**src/rtl/datapath_controller_pkg.sv**
```systemverilog
// Shared definitions for the multicycle sequencer: opcodes, FSM states,
// ALU function codes, next-pc selects and the decoded control bundle.
package datapath_controller_pkg;

  localparam logic [3:0] OP_ADDI = 4'h8;
  localparam logic [3:0] OP_LD   = 4'h9;
  localparam logic [3:0] OP_ST   = 4'hA;
  localparam logic [3:0] OP_BZ   = 4'hB;
  localparam logic [3:0] OP_JAL  = 4'hC;
  localparam logic [3:0] OP_JR   = 4'hD;
  localparam logic [3:0] OP_RSVD = 4'hE;
  localparam logic [3:0] OP_HALT = 4'hF;

  localparam logic [3:0] FS_PASSA_C = 4'h0;
  localparam logic [3:0] FS_ADD_C   = 4'h2;

  typedef enum logic [1:0] {
    FETCH = 2'd0,
    EXEC  = 2'd1,
    MEM   = 2'd2,
    HALT  = 2'd3
  } state_e;

  typedef enum logic [2:0] {
    PC_HOLD = 3'd0,
    PC_INC  = 3'd1,
    PC_BR   = 3'd2,
    PC_JAL  = 3'd3,
    PC_JR   = 3'd4
  } pc_sel_e;

  typedef struct packed {
    logic [3:0] fs;
    logic       mb;
    logic       md;
    logic       rw;
    logic       mp;
    logic       imem_req;
    logic       dmem_req;
    logic       dmem_we;
    logic       halted;
    logic       illegal;
  } ctrl_t;

endpackage

```
**src/rtl/datapath_controller_decode.sv**
```systemverilog
// Combinational decode: state + opcode + flags -> control bundle and
// next-pc select. Holds no state of its own.
module datapath_controller_decode
  import datapath_controller_pkg::*;
#(
  parameter logic [3:0] FS_ADD   = FS_ADD_C,
  parameter logic [3:0] FS_PASSA = FS_PASSA_C
) (
  input  state_e     state_i,
  input  logic [3:0] op_i,
  input  logic       z_i,
  input  logic       started_i,
  input  logic       dmem_ack_i,
  output ctrl_t      ctrl_o,
  output pc_sel_e    pc_sel_o
);

  // Per-state, per-opcode control generation; everything defaults to 0.
  always_comb begin
    ctrl_o   = '0;
    pc_sel_o = PC_HOLD;
    unique case (state_i)
      FETCH: begin
        // No request until the first clock after reset has been seen.
        ctrl_o.imem_req = started_i;
      end
      EXEC: begin
        if (!op_i[3]) begin
          ctrl_o.fs = {1'b0, op_i[2:0]};
          ctrl_o.rw = 1'b1;
          pc_sel_o  = PC_INC;
        end else begin
          case (op_i)
            OP_ADDI: begin
              ctrl_o.fs = FS_ADD;
              ctrl_o.mb = 1'b1;
              ctrl_o.rw = 1'b1;
              pc_sel_o  = PC_INC;
            end
            OP_BZ: begin
              ctrl_o.fs = FS_PASSA;
              pc_sel_o  = z_i ? PC_BR : PC_INC;
            end
            OP_JAL: begin
              ctrl_o.mp = 1'b1;
              ctrl_o.rw = 1'b1;
              pc_sel_o  = PC_JAL;
            end
            OP_JR: begin
              pc_sel_o = PC_JR;
            end
            OP_RSVD: begin
              ctrl_o.illegal = 1'b1;
              pc_sel_o       = PC_INC;
            end
            default: begin
              // LD, ST and HALT leave pc alone in EXEC.
              pc_sel_o = PC_HOLD;
            end
          endcase
        end
      end
      MEM: begin
        ctrl_o.dmem_req = 1'b1;
        ctrl_o.dmem_we  = (op_i == OP_ST);
        if (dmem_ack_i) begin
          pc_sel_o = PC_INC;
          if (op_i == OP_LD) begin
            ctrl_o.rw = 1'b1;
            ctrl_o.md = 1'b1;
          end
        end
      end
      HALT: begin
        ctrl_o.halted = 1'b1;
      end
      default: begin
        ctrl_o = '0;
      end
    endcase
  end

endmodule

```
**src/rtl/datapath_controller.sv**
```systemverilog
// Multicycle sequencer for the 16-register datapath: FSM, IR and pc
// registers; control decode is delegated to datapath_controller_decode.
module datapath_controller
  import datapath_controller_pkg::*;
#(
  parameter int unsigned         PC_W     = 6,
  parameter logic [PC_W-1:0]     RESET_PC = '0,
  parameter logic [3:0]          FS_ADD   = FS_ADD_C,
  parameter logic [3:0]          FS_PASSA = FS_PASSA_C
) (
  input  logic            clk_main,
  input  logic            reset,
  output logic            imem_req,
  output logic [PC_W-1:0] imem_addr,
  input  logic            imem_ack,
  input  logic [15:0]     imem_data,
  output logic            dmem_req,
  output logic            dmem_we,
  input  logic            dmem_ack,
  input  logic            z_in,
  input  logic [15:0]     a_in,
  output logic [3:0]      DR,
  output logic [3:0]      SA,
  output logic [3:0]      SB,
  output logic [3:0]      FS,
  output logic            MB,
  output logic            MD,
  output logic            RW,
  output logic            MP,
  output logic [PC_W-1:0] PC,
  output logic            halted,
  output logic            illegal
);

  state_e          state_q, state_d;
  logic            started_q;
  logic [15:0]     ir_q;
  logic [PC_W-1:0] pc_q, pc_d;
  ctrl_t           ctrl;
  pc_sel_e         pc_sel;
  logic [3:0]      op;
  logic            fetch_ack;
  logic [15:0]     br_off;
  logic [15:0]     jal_tgt;
  logic            unused_a;

  assign op        = ir_q[15:12];
  assign fetch_ack = (state_q == FETCH) && started_q && imem_ack;
  assign br_off    = {{8{ir_q[11]}}, ir_q[11:8], ir_q[3:0]};
  assign jal_tgt   = {8'h00, ir_q[7:0]};
  assign unused_a  = ^a_in;

  datapath_controller_decode #(
    .FS_ADD   (FS_ADD),
    .FS_PASSA (FS_PASSA)
  ) u_decode (
    .state_i    (state_q),
    .op_i       (op),
    .z_i        (z_in),
    .started_i  (started_q),
    .dmem_ack_i (dmem_ack),
    .ctrl_o     (ctrl),
    .pc_sel_o   (pc_sel)
  );

  // State, IR and pc registers; reset aborts any pending access at once.
  always_ff @(posedge clk_main or negedge reset) begin
    if (!reset) begin
      state_q   <= FETCH;
      started_q <= 1'b0;
      ir_q      <= '0;
      pc_q      <= RESET_PC;
    end else begin
      state_q   <= state_d;
      started_q <= 1'b1;
      pc_q      <= pc_d;
      if (fetch_ack) begin
        ir_q <= imem_data;
      end
    end
  end

  // Next-state logic.
  always_comb begin
    state_d = state_q;
    unique case (state_q)
      FETCH: if (fetch_ack) state_d = EXEC;
      EXEC: begin
        if (op == OP_LD || op == OP_ST) begin
          state_d = MEM;
        end else if (op == OP_HALT) begin
          state_d = HALT;
        end else begin
          state_d = FETCH;
        end
      end
      MEM:     if (dmem_ack) state_d = FETCH;
      HALT:    state_d = HALT;
      default: state_d = FETCH;
    endcase
  end

  // Next-pc selection; all arithmetic wraps modulo 2^PC_W.
  always_comb begin
    pc_d = pc_q;
    unique case (pc_sel)
      PC_INC:  pc_d = pc_q + PC_W'(1);
      PC_BR:   pc_d = pc_q + br_off[PC_W-1:0];
      PC_JAL:  pc_d = jal_tgt[PC_W-1:0];
      PC_JR:   pc_d = a_in[PC_W-1:0];
      default: pc_d = pc_q;
    endcase
  end

  // Output mapping from the decoded bundle and IR fields.
  always_comb begin
    imem_req  = ctrl.imem_req;
    imem_addr = pc_q;
    dmem_req  = ctrl.dmem_req;
    dmem_we   = ctrl.dmem_we;
    DR        = ir_q[11:8];
    SA        = ir_q[7:4];
    SB        = ir_q[3:0];
    FS        = ctrl.fs;
    MB        = ctrl.mb;
    MD        = ctrl.md;
    RW        = ctrl.rw;
    MP        = ctrl.mp;
    PC        = pc_q;
    halted    = ctrl.halted;
    illegal   = ctrl.illegal;
  end

endmodule

```
**config.mk**
```make
export PLATFORM = sky130hd
export DESIGN_NAME = datapath_controller
export DESIGN_NICKNAME = d
export VERILOG_FILES = /design/src/rtl/datapath_controller_pkg.sv /design/src/rtl/datapath_controller_decode.sv /design/src/rtl/datapath_controller.sv
export SDC_FILE = /design/constraint.sdc
export NUM_CORES = 1
export LEC_CHECK = 0
export CORE_UTILIZATION = 30
export CTS_CLUSTER_DIAMETER = 100
export DETAILED_ROUTE_END_ITERATION = 6
export PLACE_DENSITY = 0.66
export SLEW_MARGIN = 20
export SYNTH_ARGS = -nofsm -noshare
export SYNTH_HDL_FRONTEND = slang
export SYNTH_HIERARCHICAL = 1
export SYNTH_SLANG_ARGS = --single-unit
```
**constraint.sdc**
```tcl
create_clock -name clk_main -period 3.7 [get_ports clk_main]
set_input_delay 0.74 -clock clk_main [delete_from_list [all_inputs] [get_ports clk_main]]
set_output_delay 0.74 -clock clk_main [all_outputs]
set_load 0.02 [all_outputs]
```
==> flow_summary.json, run 1 <==
{
  "outcome": "completed",
  "rsz0062_at_grt": "no",
  "syn_nets": 235,
  "criticalPathCategory": "in2reg",
  "critical_path.startpoint": "z_in",
  "yosys-top-cells-area": "dfrtp_1 (34%), mux2_2 (9.7%), buf_4 (8.1%)",
  "netlist_top_cells_count": "dfrtp_1 (25), buf_4 (20), mux2_2 (16)",
  "first_pass_iters": 4,
  "synth_most_common_cell": "dfrtp_1",
  "syn_inst": 188,
  "p_per_area_mw_per_mm2": 193,
  "period_share": 0.921,
  "numCtsBuffers": 3,
  "post_cts_buffers": 0,
  "async_flop_share": 1.00,
  "cts_resized": 0,
  "place_hpwl_um": 3020,
  "vias": 1500,
  "drt_iter0_drc": 107,
  "cap_violations": 0,
  "hold_path.startpoint": "ir_q[6]",
  "die_area_mm2": 0.00649,
  "fin_tns_setup_ps": 0,
  "r2r_slack_ps": 510,
  "portBuffers": 62,
  "ctsHoldBuffers": 0,
  "drt-total-wl_um": 4190,
  "hold_depth": 1,
  "cp_data_required_time_ps": 3860,
  "grt_overflow": 0,
  "power_leakage_nw": 1.11,
  "clock-root-buffer": "clkbuf_8",
  "area_growth_pct": 33.4,
  "yosys_warnings": 6,
  "ant_nets": 0,
  "drv_slew": 0,
  "drc_errors": 0,
  "clock_path_buffers": 2,
  "startpoint_type": "primary input",
  "relSlewSlack": 0.436,
  "ys_ff_latch": 25,
  "die_h_um": 80.6,
  "avgSynthCellArea_um2": 9.85,
  "drive_gt1_frac": 0.150,
  "drt-wirelength-per-cell_um": 13.5,
  "fillerInstances": 606,
  "clk_pin_slew_ps": 90,
  "finalHoldViolCount": 0,
  "syn_area_mm2": 0.00185,
  "grt_pass1_vias": 1533,
  "synth_ff_type": "dfrtp_1",
  "fmax_mhz": 294,
  "cts_tree": "yes",
  "grt_pass1_wl_um": 7240,
  "viasPerCell": 4.85,
  "synth_top_area_frac": 0.338,
  "critPathArrivalTime_ps": 3570,
  "peakVddDrop_v": 0.000192,
  "reg2reg_from": "state_q[0]",
  "worst_pin_slew_ps": 844,
  "placed_area_mm2": 0.00242,
  "yosysSeqAreaShare": 0.338,
  "antennaDiodeCount": 0,
  "ys_types": 51,
  "fp-row-count": 28,
  "final_area_mm2": 0.00247,
  "synth_top_area_cell": "dfrtp_1",
  "die_x_um": 80.6,
  "start_util": 0.313,
  "track_usage": 0.142,
  "path_max_fanout": 5,
  "routabilityCongestion": 0.814,
  "cts_num_sinks": 25,
  "synth_edf_count": 0,
  "grt_antenna_before_repair": 0,
  "r2r_cells": 14,
  "io_pins": 74,
  "core-area_mm2": 0.00592,
  "period_needed_ps": 3410,
  "end_kind": "flop",
  "r2r_end": "PC[4]",
  "setup_violations": 0,
  "clock_latency_ps": 270,
  "htree_levels": 1,
  "nets": 282,
  "hold_class": "reg2reg",
  "skew_ps": 6.99,
  "grt_max_degree": 26,
  "hold_end": "ir_q[6]"
}
## critical path, cell delays in order
cell and delay (ps):
clkdlybuf4s50_1 490, nand4bb_1 140, o2111ai_1 110, and3b_1 210
and2b_1 200, nor2b_1 270, nand2b_1 100, ha_1 220
fa_1 410, a21o_1 200, a21oi_1 180, mux2i_1 220
a21oi_1 90
## power by group
group / leakage [nW] / total, mW / switching (mW) / internal, mW
clock network: 0.0255 / 0.166 / 0.0908 / 0.0754
logic: 0.753 / 0.0367 / 0.0115 / 0.0253
registers: 0.337 / 0.274 / 0.000237 / 0.274
## how the worst max path moves through the flow
stage,to,slack [ps],cells after the start
5_1_grt,PC[4],100,13
3_3_place_gp,PC[4],20,13
3_5_place_dp,PC[4],20,13
4_1_cts,PC[4],300,13
2_1_floorplan,PC[4],620,14
6_report,PC[4],290,13
## per-stage QoR
step	hold WS, ps	util	power (mW)	setup WS, ps	instances
6_report	511	0.417	0.477	294	309
3_5_place_dp	495	0.409	0.317	15.7	305
2_1_floorplan	444	-	0.282	623	188
4_1_cts	517	0.417	0.489	296	309
3_3_place_gp	491	0.409	0.317	18.3	305
5_1_grt	538	0.417	0.503	105	309
## area by class of cell
class	instances	area (um^2)	area share
clock inverter	1	5.00	0.00203
inverter	3	11.3	0.00456
timing repair buffer	67	658	0.266
clock buffer	3	41.3	0.0167
sequential	25	626	0.253
tap	75	93.8	0.0380
multi-input combinational	135	1030	0.419
## kinds of logic after synthesis
kind of cell	count (synthesis)	synth area share
xor gates and xnor gates	4	0.0189
adders and majority gates	10	0.0716
and+or+nand+nor	66	0.234
AOI/OAI and AO/OA	34	0.117
DFF	25	0.338
buffers and inverters	28	0.103
muxes	19	0.114
other	2	0.00406
## layout by cell type, fill, tap and decap left out, types with 4 or more instances in the layout
| cell | synthesis | layout |
|---|---|---|
| a21oi_1 | 10 | 10 |
| and2_1 | 6 | 6 |
| buf_4 | 20 | 5 |
| clkdlybuf4s50_1 | 0 | 62 |
| dfrtp_1 | 25 | 25 |
| ha_1 | 9 | 9 |
| mux2_2 | 16 | 16 |
| nand2_1 | 13 | 13 |
| nor2_1 | 5 | 5 |
| nor2b_1 | 5 | 5 |
| nor3_1 | 4 | 4 |
| nor3b_1 | 6 | 6 |
| o21ai_0 | 8 | 8 |
## sequential cells by signal, indices dropped and copies added, names as in the netlist
register / count
ir_q: 16
started_q: 1
state_q: 2
PC: 6
## routing by layer
metal,share of wire,wire length [um],global-route usage,vias to the layer above
met3,0.052,216,0.0330,2
met5,0,0,0,-
li1,-,-,-,747
met1,0.46,1910,0.184,706
met4,0.0045,19,0.0161,0
met2,0.49,2040,0.245,45
No activity file was read; power rests on OpenSTA's default activity.
==> run 2, diff against run 1 <==
Settings changed: MAX_ROUTING_LAYER set to met4.
==> flow_summary.json, run 2 (synthesis gave the netlist of run 1 again) <==
{
  "power_leakage_nw": 1.11,
  "grt_overflow": 0,
  "core-area_mm2": 0.00592,
  "fmax_mhz": 294,
  "final_core_util": 0.417,
  "grt_pass1_vias": 1534,
  "drt-total-wl_um": 4190,
  "relSlewSlack": 0.441,
  "hold_depth": 1,
  "wl_met2_um": 2050,
  "htree_levels": 1,
  "r2r_cells": 14,
  "fp-row-count": 28,
  "grt_pass1_wl_um": 7250,
  "worst_pin_slew_ps": 836,
  "hold_class": "reg2reg",
  "clock_latency_ps": 270,
  "reg2reg_from": "state_q[0]",
  "period_share": 0.920,
  "hold_path.startpoint": "ir_q[6]",
  "track_usage": 0.146,
  "clk_pin_slew_ps": 90,
  "p_sw_frac": 0.215,
  "r2r_end": "PC[4]",
  "drt-wirelength-per-cell_um": 13.5,
  "largest_register_ffs": 16,
  "antennaDiodeCount": 0,
  "first_pass_iters": 4,
  "vias": 1504,
  "criticalPathCategory": "in2reg",
  "drive_gt1_frac": 0.150,
  "p_switching_uw": 103,
  "layout_commonest_cell": "clkdlybuf4s50_1",
  "combPwrFrac": 0.077,
  "p_seq_frac": 0.574,
  "viasPerCell": 4.87,
  "area_growth_pct": 33.4,
  "dr_wl_met3_um": 197,
  "portBuffers": 62,
  "start_util": 0.313,
  "end_kind": "flop",
  "final_cell_mix": "clkdlybuf4s50_1 (62), dfrtp_1 (25), mux2_2 (16), nand2_1 (13), a21oi_1 (10)",
  "die_x_um": 80.6,
  "drv_slew": 0,
  "rsz0062_at_grt": "no",
  "cp_data_required_time_ps": 3860,
  "top_layer": "met4",
  "peakVddDrop_v": 0.000192,
  "grt_max_degree": 26,
  "period_needed_ps": 3400,
  "fin_tns_setup_ps": 0,
  "critPathArrivalTime_ps": 3570,
  "grt_antenna_before_repair": 0,
  "r2r_slack_ps": 510,
  "ant_nets": 0,
  "drc_errors": 0,
  "clock-root-buffer": "clkbuf_8",
  "place_hpwl_um": 3020,
  "startpoint_type": "primary input",
  "cts_num_sinks": 25,
  "io_pins": 74,
  "wl_met1_um": 1920,
  "path_max_fanout": 5,
  "outcome": "completed",
  "setup_violations": 0,
  "post_cts_buffers": 0,
  "routabilityCongestion": 0.826,
  "die_area_mm2": 0.00649,
  "cts_tree": "yes",
  "cap_violations": 0,
  "cts_resized": 0,
  "numCtsBuffers": 3,
  "p_per_area_mw_per_mm2": 193,
  "clock_path_buffers": 2,
  "skew_ps": 6.59,
  "nets": 282,
  "p_clk_frac": 0.349,
  "top_register": "ir_q",
  "internal_power_uw": 374,
  "ctsHoldBuffers": 0,
  "die_h_um": 80.6,
  "drt_iter0_drc": 107,
  "hold_end": "ir_q[6]",
  "finalHoldViolCount": 0
}
run 2: cell counts in the layout (fill, tap and decap cells not counted):
Identical to the previous run, type by type.
run 2: worst max-delay path by stage:
stage	from	endpoint	slack, ps	cells after the start
floorplan	state_q[0]	PC[4]	620	14
global placement	z_in	PC[4]	20	13
detailed placement	z_in	PC[4]	20	13
CTS	z_in	PC[4]	300	13
global route	z_in	PC[4]	100	13
finish	z_in	PC[4]	300	13
run 2: cell type report:
class,instances,area [um^2]
fillers,606,3450
multi-input cells,135,1030
repair buffers,67,658
flip-flops and latches,25,626
well taps,75,93.8
clock buffers,3,41.3
inverters,3,11.3
clock inverters,1,5.00
run 2: per-layer routing:
layer / GRT usage / vias to the layer above
met5: - / -
met1: 0.188 / 708
met4: 0.0161 / 0
met3: 0.0295 / 2
met2: 0.244 / 45
li1: - / 749
run 2: power by group through the flow:
stage                     Sequential (mW)  Combinational, mW  Clock [mW]
after floorplan                     0.279            0.00316           0
after global placement              0.279             0.0375           0
after detailed placement            0.279             0.0375           0
after CTS                           0.274             0.0378       0.177
after global routing                0.274             0.0406       0.188
final                               0.274             0.0367       0.166
run 2: through the flow:
step	hold WS [ps]	instances	instance area [um^2]	worst slack (ps)	power [mW]
after global routing	538	309	2470	105	0.503
after CTS	517	309	2470	296	0.489
final	511	309	2470	297	0.477
after floorplan	444	188	1850	623	0.282
after global placement	491	305	2420	18.3	0.317
after detailed placement	495	305	2420	15.7	0.317
run 2: critical path, stage by stage:
cell and delay (ps):
clkdlybuf4s50_1 490, nand4bb_1 140, o2111ai_1 110, and3b_1 210, and2b_1 200, nor2b_1 270
nand2b_1 100, ha_1 210, fa_1 410, a21o_1 200, a21oi_1 180, mux2i_1 220
a21oi_1 90
